--- src/rtl/fizzbuzz_ref.sv ---
`default_nettype none
// ============================================================================
//  Module   : fizzbuzz_ref
//  Purpose  : Local regeneration of the generator count and FIZZ/BUZZ flags
//  Revision : 1.0  initial release
// ============================================================================
module fizzbuzz_ref #(
    parameter int FIZZ       = 3,
    parameter int BUZZ       = 5,
    parameter int MAX_CYCLES = 100,
    parameter int CNT_W      = 8
) (
    input  logic             clk,
    input  logic             reset,
    input  logic             advance,
    input  logic             load0,
    input  logic             load1,
    output logic [CNT_W-1:0] count,
    output logic             ref_fizz,
    output logic             ref_buzz,
    output logic             ref_fb
);

    localparam int c_FW  = $clog2(FIZZ) + 1;
    localparam int c_BW  = $clog2(BUZZ) + 1;
    localparam int c_ONE = (MAX_CYCLES == 1) ? 0 : 1;

    localparam logic [CNT_W-1:0] c_LAST    = CNT_W'(MAX_CYCLES - 1);
    localparam logic [CNT_W-1:0] c_CNT_ONE = CNT_W'(c_ONE);
    localparam logic [c_FW-1:0]  c_F_ONE   = c_FW'(c_ONE % FIZZ);
    localparam logic [c_BW-1:0]  c_B_ONE   = c_BW'(c_ONE % BUZZ);
    localparam logic [c_FW-1:0]  c_F_LAST  = c_FW'(FIZZ - 1);
    localparam logic [c_BW-1:0]  c_B_LAST  = c_BW'(BUZZ - 1);

    logic [CNT_W-1:0] r_count;
    logic [c_FW-1:0]  r_fph;
    logic [c_BW-1:0]  r_bph;

    // Phase counters track count mod FIZZ/BUZZ and are forced to zero on wrap,
    // since MAX_CYCLES need not be a multiple of either divisor.
    always_ff @(posedge clk) begin
        if (reset || load0) begin
            r_count <= '0;
            r_fph   <= '0;
            r_bph   <= '0;
        end else if (load1) begin
            r_count <= c_CNT_ONE;
            r_fph   <= c_F_ONE;
            r_bph   <= c_B_ONE;
        end else if (advance) begin
            if (r_count == c_LAST) begin
                r_count <= '0;
                r_fph   <= '0;
                r_bph   <= '0;
            end else begin
                r_count <= r_count + 1'b1;
                r_fph   <= (r_fph == c_F_LAST) ? '0 : r_fph + 1'b1;
                r_bph   <= (r_bph == c_B_LAST) ? '0 : r_bph + 1'b1;
            end
        end
    end

    assign count    = r_count;
    assign ref_fizz = (r_fph == '0);
    assign ref_buzz = (r_bph == '0);
    assign ref_fb   = ref_fizz & ref_buzz;

endmodule
`default_nettype wire

--- config.mk ---
export PLATFORM = sky130hd
export DESIGN_NAME = fizzbuzz_ref
export DESIGN_NICKNAME = d
export VERILOG_FILES = /design/src/rtl/fizzbuzz_ref.sv
export SDC_FILE = /design/constraint.sdc
export NUM_CORES = 1
export LEC_CHECK = 0
export ABC_AREA = 1
export BUFFER_PORTS_ARGS = -buffer_cell sky130_fd_sc_hd__buf_4
export CORE_MARGIN = 2
export CORE_UTILIZATION = 40
export CTS_CLUSTER_DIAMETER = 80
export DETAILED_ROUTE_END_ITERATION = 10
export SETUP_SLACK_MARGIN = 0.4
export SYNTH_ARGS = -nofsm -noshare
export SYNTH_HDL_FRONTEND = slang
export SYNTH_SLANG_ARGS = --single-unit
--- constraint.sdc ---
create_clock -name clk -period 1.4 [get_ports clk]
set_clock_uncertainty 0.1 [all_clocks]
set_input_delay 0.28 -clock clk [delete_from_list [all_inputs] [get_ports clk]]
set_output_delay 0.28 -clock clk [all_outputs]
set_load 0.01 [all_outputs]
* Yosys cells after proc, flatten, opt, wreduce, memory -nomap -nowiden
Index checks and enable logic that the tools add are counted.
** Operators by class
- Add/subtract/negate cells :: 3
- Eq/ne operators :: 3
- Mux-type cells :: 11
- Bitwise gates (word level) :: 1
- Reduce and logical (&&, ||, !) cells :: 5
** Operators with widths (count)
- 8-bit by 1-bit adder with 8-bit output (second input constant) :: 1
- 8-bit by 7-bit equality test with 1-bit output (second input constant) :: 1
- 4-bit two-way mux :: 2
- 8-bit two-way mux :: 1
- 1-bit two-way mux :: 6
- 3-bit two-way mux :: 2
- 4-bit by 1-bit adder with 4-bit output (second input constant) :: 1
- 4-bit by 3-bit equality test with 1-bit output (second input constant) :: 1
- 4-bit zero test :: 1
- 3-bit by 1-bit adder with 3-bit output (second input constant) :: 1
- 3-bit by 2-bit equality test with 1-bit output (second input constant) :: 1
- 3-bit zero test :: 1
- 2-bit nonzero test :: 1
- 2-bit OR reduction :: 1
- 1-bit AND :: 1
- 1-bit logical OR :: 1
** Word-level totals
- Register bits after elaboration :: 15
- Input port bits :: 5
- Output and inout bits :: 11
- Word-level logic and storage cells :: 29

* Logic depth before layout (Yosys ltp)
Gate-level depths: netlist (run 1).
- Depth after elaboration :: 5
- Mapped depth :: 7
- Mapped depth without buffers :: 7

* Least setup slack after synthesis (run 1)
OpenSTA, ideal clock, no wires.
- Kind :: reg2out
- Start point :: register r_bph[0]
- End point :: output port ref_fb
- Arrival time :: 0.992 ns
- Data required time :: 1.020 ns
- Setup slack :: 0.028 ns
- Stages on the path, launching flop included :: 5
- Buffers on the path :: 0
- Path through :: dfxtp_1 > inv_1 > ha_1 > nand3_1 > nor4_1
** On the way
- Cells in the longest elaborated chain, start to end :: 2
** Ends and longest elaborated chain
- start, declared :: line 37 : logic [c_BW-1:0] r_bph;
- start signal, assigned :: line 49 : r_bph <= c_B_ONE;
- start signal, assigned :: line 58 : r_bph <= (r_bph == c_B_LAST) ? '0 : r_bph + 1'b1;
- 4-bit zero test :: line 65 : assign ref_buzz = (r_bph == '0);
- 1-bit AND :: line 66 : assign ref_fb = ref_fizz & ref_buzz;
- end, declared :: line 21 : output logic ref_fb
No other way between the ends.

* Final worst setup path (run 1)
Same ends and word-level chain as after synthesis.

==> results by stage, run 1 <==
STA:
- The final hold violation count was 0.
- In this run the tightest slew margin relative to its limit is 78.3%.
- For the pin with the worst max-slew slack, the measured transition is 322 ps.
- Setup total negative slack on the finished layout was measured at -348 ps.
- The final critical path takes up 113% of the cycle.
- The worst path in the final design needs a cycle of about 1600 ps, including I/O delays and setup.
- Setup repair after global routing could not meet its margin everywhere.
- The number of pins with negative max-slew slack in the final report is 0.
- Derived from the worst setup path, the maximum achievable clock frequency is 632 MHz.
- Setup slack on the critical path of the routed design comes to -181 ps.
- The setup violation total in the final timing report is 2.

Yosys:
- The share of synthesized area occupied by flip-flops and latches is between 30 and 40%.
- After synthesis, the netlist uses 24 different library cells.
- The post-synthesis instance area is 827 sq um.
- The cell count after synthesis came out at 112.
- The total of warnings raised by yosys is 0.
- The number of nets in the synthesized netlist is 120.
- A synthesized cell averages 7.38 sq um.
- Synthesis inferred 15 register bits.

Route:
- In this run the remaining antenna-violating nets after routing total 0.
- After detailed routing, the number of vias per cell comes to 4.92.
- The iteration count of the initial detailed-routing pass is 4.
- In the routed design, unresolved DRC markers number 0.
- The final wirelength is 2.09 mm.
- The starting DRC count in detailed routing is 10.
- The overall via count from detail_route is 836.
- The wire length per cell is roughly 12 microns.

Finish:
- The net count of the finished layout is 152.
- The fraction of final layout cells sized beyond drive strength 1 is 60.1%.
- The number of antenna cells inserted is 0.
- The area growth from synthesis to layout is 65.8%.
- The summed area of non-filler cells in the final layout is 1370 sq um.

Power:
- In this run the power density over the cells is ~600 nW/um^2.
- Summed over all cells, the static leakage comes to 0.532 nW.
- The worst-case vdd ir drop is ~0.59 mV.
- Overall power consumption after layout is estimated at just over 0.8 mW.

Clocking:
- The number of buffers added by the clock tree synthesis step is 3.
- The number of levels the H-tree was split into is 1.
- TritonCTS built the clock tree.
- CTS saw 15 sinks.
- The root buffer cell chosen for the clock tree is clkbuf_4.
- Clock latency on the worst-skew pair, taken at its later pin, is ~290 ps.
- The clock transition at the registers of the reported paths is about 100 ps.
- The deepest clock path buffer count is 2.

Worst setup path:
- Setup slack on the worst reg-to-reg path comes out at 110 ps.
- For the worst setup path, the data arrival time is 1200 ps.
- The classification of the worst setup path is reg -> out.
- The capturing instance or port of the critical path is ref_fb.
- The startpoint of the lowest-slack register-to-register path is count[0]$_SDFFE_PP0P_.
- Data on the critical path is required at its endpoint by between 1000 and 1500 ps.
- In this run the worst path has a maximum fanout of 2.
- The number of cells on the worst reg-to-reg path is 6.
- The timing startpoint of the critical path is r_bph[0]$_SDFFE_PP0P_.
- The worst setup path is captured at an output pin.
- The capturing point of the worst reg2reg path is count[6]$_SDFFE_PP0P_.
- The worst setup path is launched from a flip-flop.

Global routing:
- The number of antenna violations at the first check in global routing was 0.
- The pin count of the biggest net entering global routing is 14.
- The first global-routing pass estimated ~3.2 mm of wire.
- Global routing used 17.1% of the available tracks across all layers.
- The number of global-route vias before repair is 758.
- Global routing finished with a remaining overflow of 0.

Run:
- The number of maximum-capacitance violations is 0.

Floorplanning:
- The die covers 2450 sq um.
- The I/O pin count is 16.
- The initial core utilization is 42.2%.
- In this run the vertical extent of the chip is 49.5 microns.
- The standard-cell row count is 16.
- The core region is 1960 sq um.
- The x dimension of the die is 49.5 microns.

Status:
- The flow ran to the end, but the final reports show violations.
- The checks that failed: negative setup slack.

Min path:
- The worst hold-check path type is in -> reg.
- Counting instances, the worst hold path has a depth of 3.

Place:
- The post-placement setup slack is between 50 and 60 ps.
- The placed wire-length estimate after detailed placement is 1.25 mm.
- Input and output buffers added on the ports amount to 15.
- The global placer's final weighted congestion is 0.798.
- The area after detailed placement is 1050 sq um.
==> critical path: stages, from the launching register on <==
cell and delay, ps:
dfxtp_4 360, inv_4 60, ha_4 140, nand3_4 70
nor4_4 130, buf_4 160
==> layout make-up <==
| class | count | area, sq um |
|---|---|---|
| multi-input combinational | 78 | 646 |
| inverter | 18 | 70.1 |
| clock inverter | 1 | 5.00 |
| sequential | 15 | 339 |
| fill | 174 | 591 |
| tap | 27 | 33.8 |
| timing repair buffer | 28 | 255 |
| clock buffer | 3 | 22.5 |
==> per-layer routing <==
layer  part of all wire [%]  global-route usage (%)
met5                      0                       0
met2                     51                    29.3
met3                    3.3                    2.73
met4                    2.3                    6.94
met1                     44                    21.5
==> metrics by stage <==
stage               std cells  hold slack, ps  util (%)
floorplan                 112             340         -
global route              170             167      69.9
detailed placement        154             383      53.8
CTS                       166             163      64.5
finish                    170             169      69.9
global placement          154             372      53.8
==> cell usage in the layout, fill, tap and decap left out, types with 4 or more instances in the layout <==
master   Yosys  layout
nor2_1      11       6
dfxtp_2      0       4
nor3_2       4       4
nor2_4       2       8
nand2_1     17      13
inv_1       17      12
dfxtp_4      0       9
buf_4        1      16
nand3_1     11       6
inv_2        0       4
a21oi_1     13      10
buf_6        0      12
==> cells in the mapped netlist <==
library cell	count	share of area [%]
nor3_1	1	0.60
or2_4	1	1.1
nand2_1	17	7.7
nor2_4	2	2.7
a21oi_1	13	7.9
o21ai_0	1	0.60
nand3_2	1	1.2
nor2_1	11	5.0
nor4_1	1	0.76
dfxtp_1	15	36
nand3b_1	1	0.91
nor3_2	4	4.8
nand3_1	11	6.7
nand2_4	1	1.4
o21ai_2	1	1.1
nand2_2	2	1.5
xnor2_1	1	1.1
nor2_2	2	1.5
xor2_1	2	2.1
buf_4	1	0.91
ha_1	3	4.5
nand4_1	2	1.5
inv_1	17	7.7
clkinv_1	1	0.45
==> report_power, final <==
part | switching, mW | internal, mW | total, mW
sequential | 0.0106 | 0.419 | 0.430
clock | 0.150 | 0.106 | 0.256
combinational | 0.0706 | 0.0704 | 0.141
total | 0.231 | 0.596 | 0.827
==> flip-flops by register name (all words and copies together), names as in the netlist <==
register and count:
count 8, r_bph 4, r_fph 3
==> worst min path at each step <==
stage,startpoint,endpoint,slack [ps]
2_1_floorplan,load1,count[4]$_SDFFE_PP0P_,340
3_3_place_gp,r_bph[3]$_SDFFE_PP0P_,r_bph[3]$_SDFFE_PP0P_,370
3_5_place_dp,r_bph[3]$_SDFFE_PP0P_,r_bph[3]$_SDFFE_PP0P_,380
4_1_cts,load0,count[0]$_SDFFE_PP0P_,160
5_1_grt,load0,count[0]$_SDFFE_PP0P_,170
6_report,load0,count[0]$_SDFFE_PP0P_,170
==> timing repair <==
item                                    4_1_cts  5_1_grt
buffers inserted                              8        4
hold buffers                                  0        0
endpoints found under the setup margin       26       26
pin swaps                                    12        1
hold endpoints to repair                      0        0
gates resized for setup                      38       17
==> kinds of logic (layout without fill, tap and decap cells) <==
group	after synthesis	after routing	share of synthesized area [%]
simple gates	57	57	37.4
xor+xnor	3	3	3.18
compound gates	15	15	9.53
buf+inv	19	50	9.08
flops	15	15	36.3
fa+ha+maj	3	3	4.54
No activity file was read; power rests on OpenSTA's default activity.
==> run 2: changes to the inputs <==
Settings changed: CORE_MARGIN 2 to default.
==> results by stage, run 2 (synthesis results as in run 1) <==
Status:
- The flow ran to the end, but the final reports show violations.
- The final reports fail on negative setup slack.

Min path:
- The worst hold path was traced through 3 stages.
- The endpoint with the worst hold slack is count[0]$_SDFFE_PP0P_.
- The min-delay analysis places its worst path in the category in -> reg.
- The worst hold path startpoint is load0.

Finish:
- The fraction of final layout cells sized beyond drive strength 1 is 63.0%.
- From synthesis to final layout, the design area changed by 69.6%.
- The most frequent standard cell in the layout excluding fill and tap cells is buf_4.
- The library cells used most frequently in the layout, excluding fill and tap cells, are buf_4, nand2_1, inv_1.
- The register with the most flip-flops in the layout has 8 of them.
- The final layout contains 155 nets.
- The count of non-filler cells in the finished layout is roughly 170.
- The number of fillers in the final layout is ~160.
- The number of antenna cells inserted is 0.

Clocking:
- The number of buffers added by the clock tree synthesis step is 3.
- The clock transition at the registers of the reported paths is 100 ps.
- TritonCTS built the clock tree.
- CTS built an H-tree with a depth of 1.
- The later pin in the worst-skew pair is clocked with a latency of 300 ps.
- The clock root buffer master is clkbuf_4.
- The clock net sink count is 15.
- No sink is reached through more buffers than the 2 on the longest clock path.

Route:
- The first detailed-routing pass took 4 iterations.
- The starting DRC count in detailed routing is 13.
- The wire length per cell is 12.0 microns.
- The average vias per placed instance is 4.95.
- The detailed router placed 856 vias in this run.
- The final layout contains routed wiring with a total length of 2.08 mm.
- In this run the remaining antenna-violating nets after routing total 0.
- The remaining routing DRC violations is 0.

Worst setup path:
- STA classifies the critical path endpoint as an output pin.
- The highest-delay cell along the critical path is dfxtp_2.
- At the worst endpoint, the required time is 1020 ps.
- The startpoint identified for the worst register-to-register timing path is count[0]$_SDFFE_PP0P_.
- The classification of the worst setup path is reg -> out.
- Traced cell by cell, the critical path runs through inv_2 -> ha_4 -> nand3_4 -> nor4_4 -> buf_4.
- Along the worst path, the maximum fanout reaches 2.
- In this run the critical register-to-register path is captured at r_bph[2]$_SDFFE_PP0P_.
- STA classifies the critical path startpoint as a flip-flop.
- Together, buffers and inverters on the worst path number 2.
- The cell type group with the largest total delay on the critical path is flip-flops.
- For this run, the slowest stage of the critical path takes 350 ps.
- The number of cells on the worst reg-to-reg path is 6.
- The data arrival time of the critical path is 1200 ps.
- The setup check on the worst reg-to-reg path leaves a slack of 90 ps.

Place:
- The congestion estimate from routability-driven global placement came to 0.776.
- The count of buffers added on input and output ports is 15.
- The placed wire-length estimate after detailed placement is 1.22 mm.
- In this run, placement finished with an instance count of between 150 and 200.

STA:
- The setup slack of the critical path after layout is -183 ps.
- The final worst-path cycle share is 113%.
- The final hold violation count is 0.
- The setup violation total in the final timing report is 2.
- The maximum achievable frequency is 632 MHz.
- The worst-case hold slack is 163 ps.
- Headroom to the max-slew limit came out at ~78%.
- Setup repair after global routing could not meet its margin everywhere.
- Counting I/O delays and the setup requirement, the final critical path takes 1580 ps.
- The number of pins with negative max-slew slack in the final report was 0.
- The actual slew at the worst max-slew pin is 323 ps.

Floorplanning:
- In this run the vertical extent of the chip is 47.5 microns.
- The I/O pin count is 16.
- The x dimension of the die is 47.5 microns.
- The initial core utilization is 42.2%.
- After floorplanning, the core was sized to cover about 2000 sq um.
- The floorplan has 16 rows.
- The floorplan step defined a die boundary enclosing 2250 sq um.

Global routing:
- Global routing used 24.6% of the available met1 tracks.
- The met2 demand-to-capacity share in global routing is 32.3%.
- Global routing consumed, on the met3 layer, 6.04% of the routing resources.
- The layer with the highest usage after global routing is met2.
- The number of antenna violations at the first check in global routing came to 0.
- Entering global routing, the biggest net connects 14 pins.
- The overall track demand over capacity in global routing is slightly below 20%.
- Global routing finished with a remaining overflow of 0.
- The number of global-route vias before repair is 727.
- The first global-routing pass estimated roughly 3.0 mm of wire.

Power:
- The worst-case vdd ir drop is 0.771 mV.
- The part of the total power dissipated in the clock network is 32.2%.
- In this run switching power makes up 28.5% of total power.
- Summed over all nets, the switching power comes to roughly 0.24 mW.
- The relative contribution of combinational cells to total power is 16.0%.
- The power density over cell area is 593 nW/um^2.
- Per report_power, the sequential group accounts for 51.8% of the total.
- The power after layout is approximately 0.83 mW.
- Summed over all cells, the static leakage comes to approximately 0.55 nW.
- The internal power component is 0.595 mW.

Run:
- Across the run, the number of max-cap violations was 0.
==> run 2: cell types whose count changed in the layout (fill, tap and decap cells not counted), sizes merged <==
| cell | delta |
|---|---|
| clkinvlp | +1 |
| clkinv | -1 |
| buf | +3 |
==> run 2: worst reg2reg max path, cell delays in order (launching register included) <==
cell     delay (ps)
dfxtp_4         390
ha_4            170
nand2_4          60
nor2_4          140
nand3_4         130
nand2_8         160
nor3_2           50
==> run 2: layout make-up <==
cell class	instances	area, sq um	area share (%)
timing repair buffer	31	270	19.3
multi-input combinational	78	662	47.2
clock inverter	1	7.51	0.535
inverter	18	70.1	5.00
clock buffer	3	22.5	1.61
sequential	15	337	24.0
tap	27	33.8	2.41
==> run 2: worst max path at each step <==
stage | to | depth (start not counted) | slack [ps] | start
after CTS | ref_fb | 5 | -200 | r_bph[0]$_SDFFE_PP0P_
after global routing | ref_fb | 5 | -250 | r_bph[0]$_SDFFE_PP0P_
after floorplan | ref_fb | 4 | 180 | r_bph[1]$_SDFFE_PP0P_
after detailed placement | ref_fb | 5 | 60 | r_bph[1]$_SDFFE_PP0P_
final | ref_fb | 5 | -180 | r_bph[0]$_SDFFE_PP0P_
after global placement | ref_fb | 5 | 80 | r_bph[1]$_SDFFE_PP0P_
==> run 2: per-layer routing <==
layer / vias up / share of wire [%]
li1: 433 / -
met1: 404 / 43
met2: 17 / 52
met3: 2 / 4.1
met4: 0 / 0.58
met5: - / 0
==> run 2: power groups by stage <==
stage	Sequential (mW)	Combinational (mW)	Clock [mW]
finish	0.431	0.133	0.268
global route	0.432	0.147	0.294
CTS	0.431	0.120	0.278
detailed placement	0.453	0.0953	0
global placement	0.452	0.0943	0
floorplan	0.452	0.0612	0
==> run 2: what timing repair did <==
| action | CTS | global route |
|---|---|---|
| gates cloned | 0 | 0 |
| hold buffers | 0 | 0 |
| endpoints found under the setup margin | 25 | 26 |
| buffers inserted | 12 | 3 |
| resized for setup | 37 | 19 |
| pin swaps | 13 | 8 |
==> run 2: per-stage QoR <==
step / utilization (%) / setup slack [ps] / area [sq um] / TNS [ps]
floorplan: - / 177 / 908 / 0
global placement: 53.8 / 75.5 / 1050 / 0
detailed placement: 53.8 / 56.3 / 1050 / 0
CTS: 66.1 / -200 / 1300 / -388
global route: 71.5 / -250 / 1400 / -496
finish: 71.5 / -183 / 1400 / -359
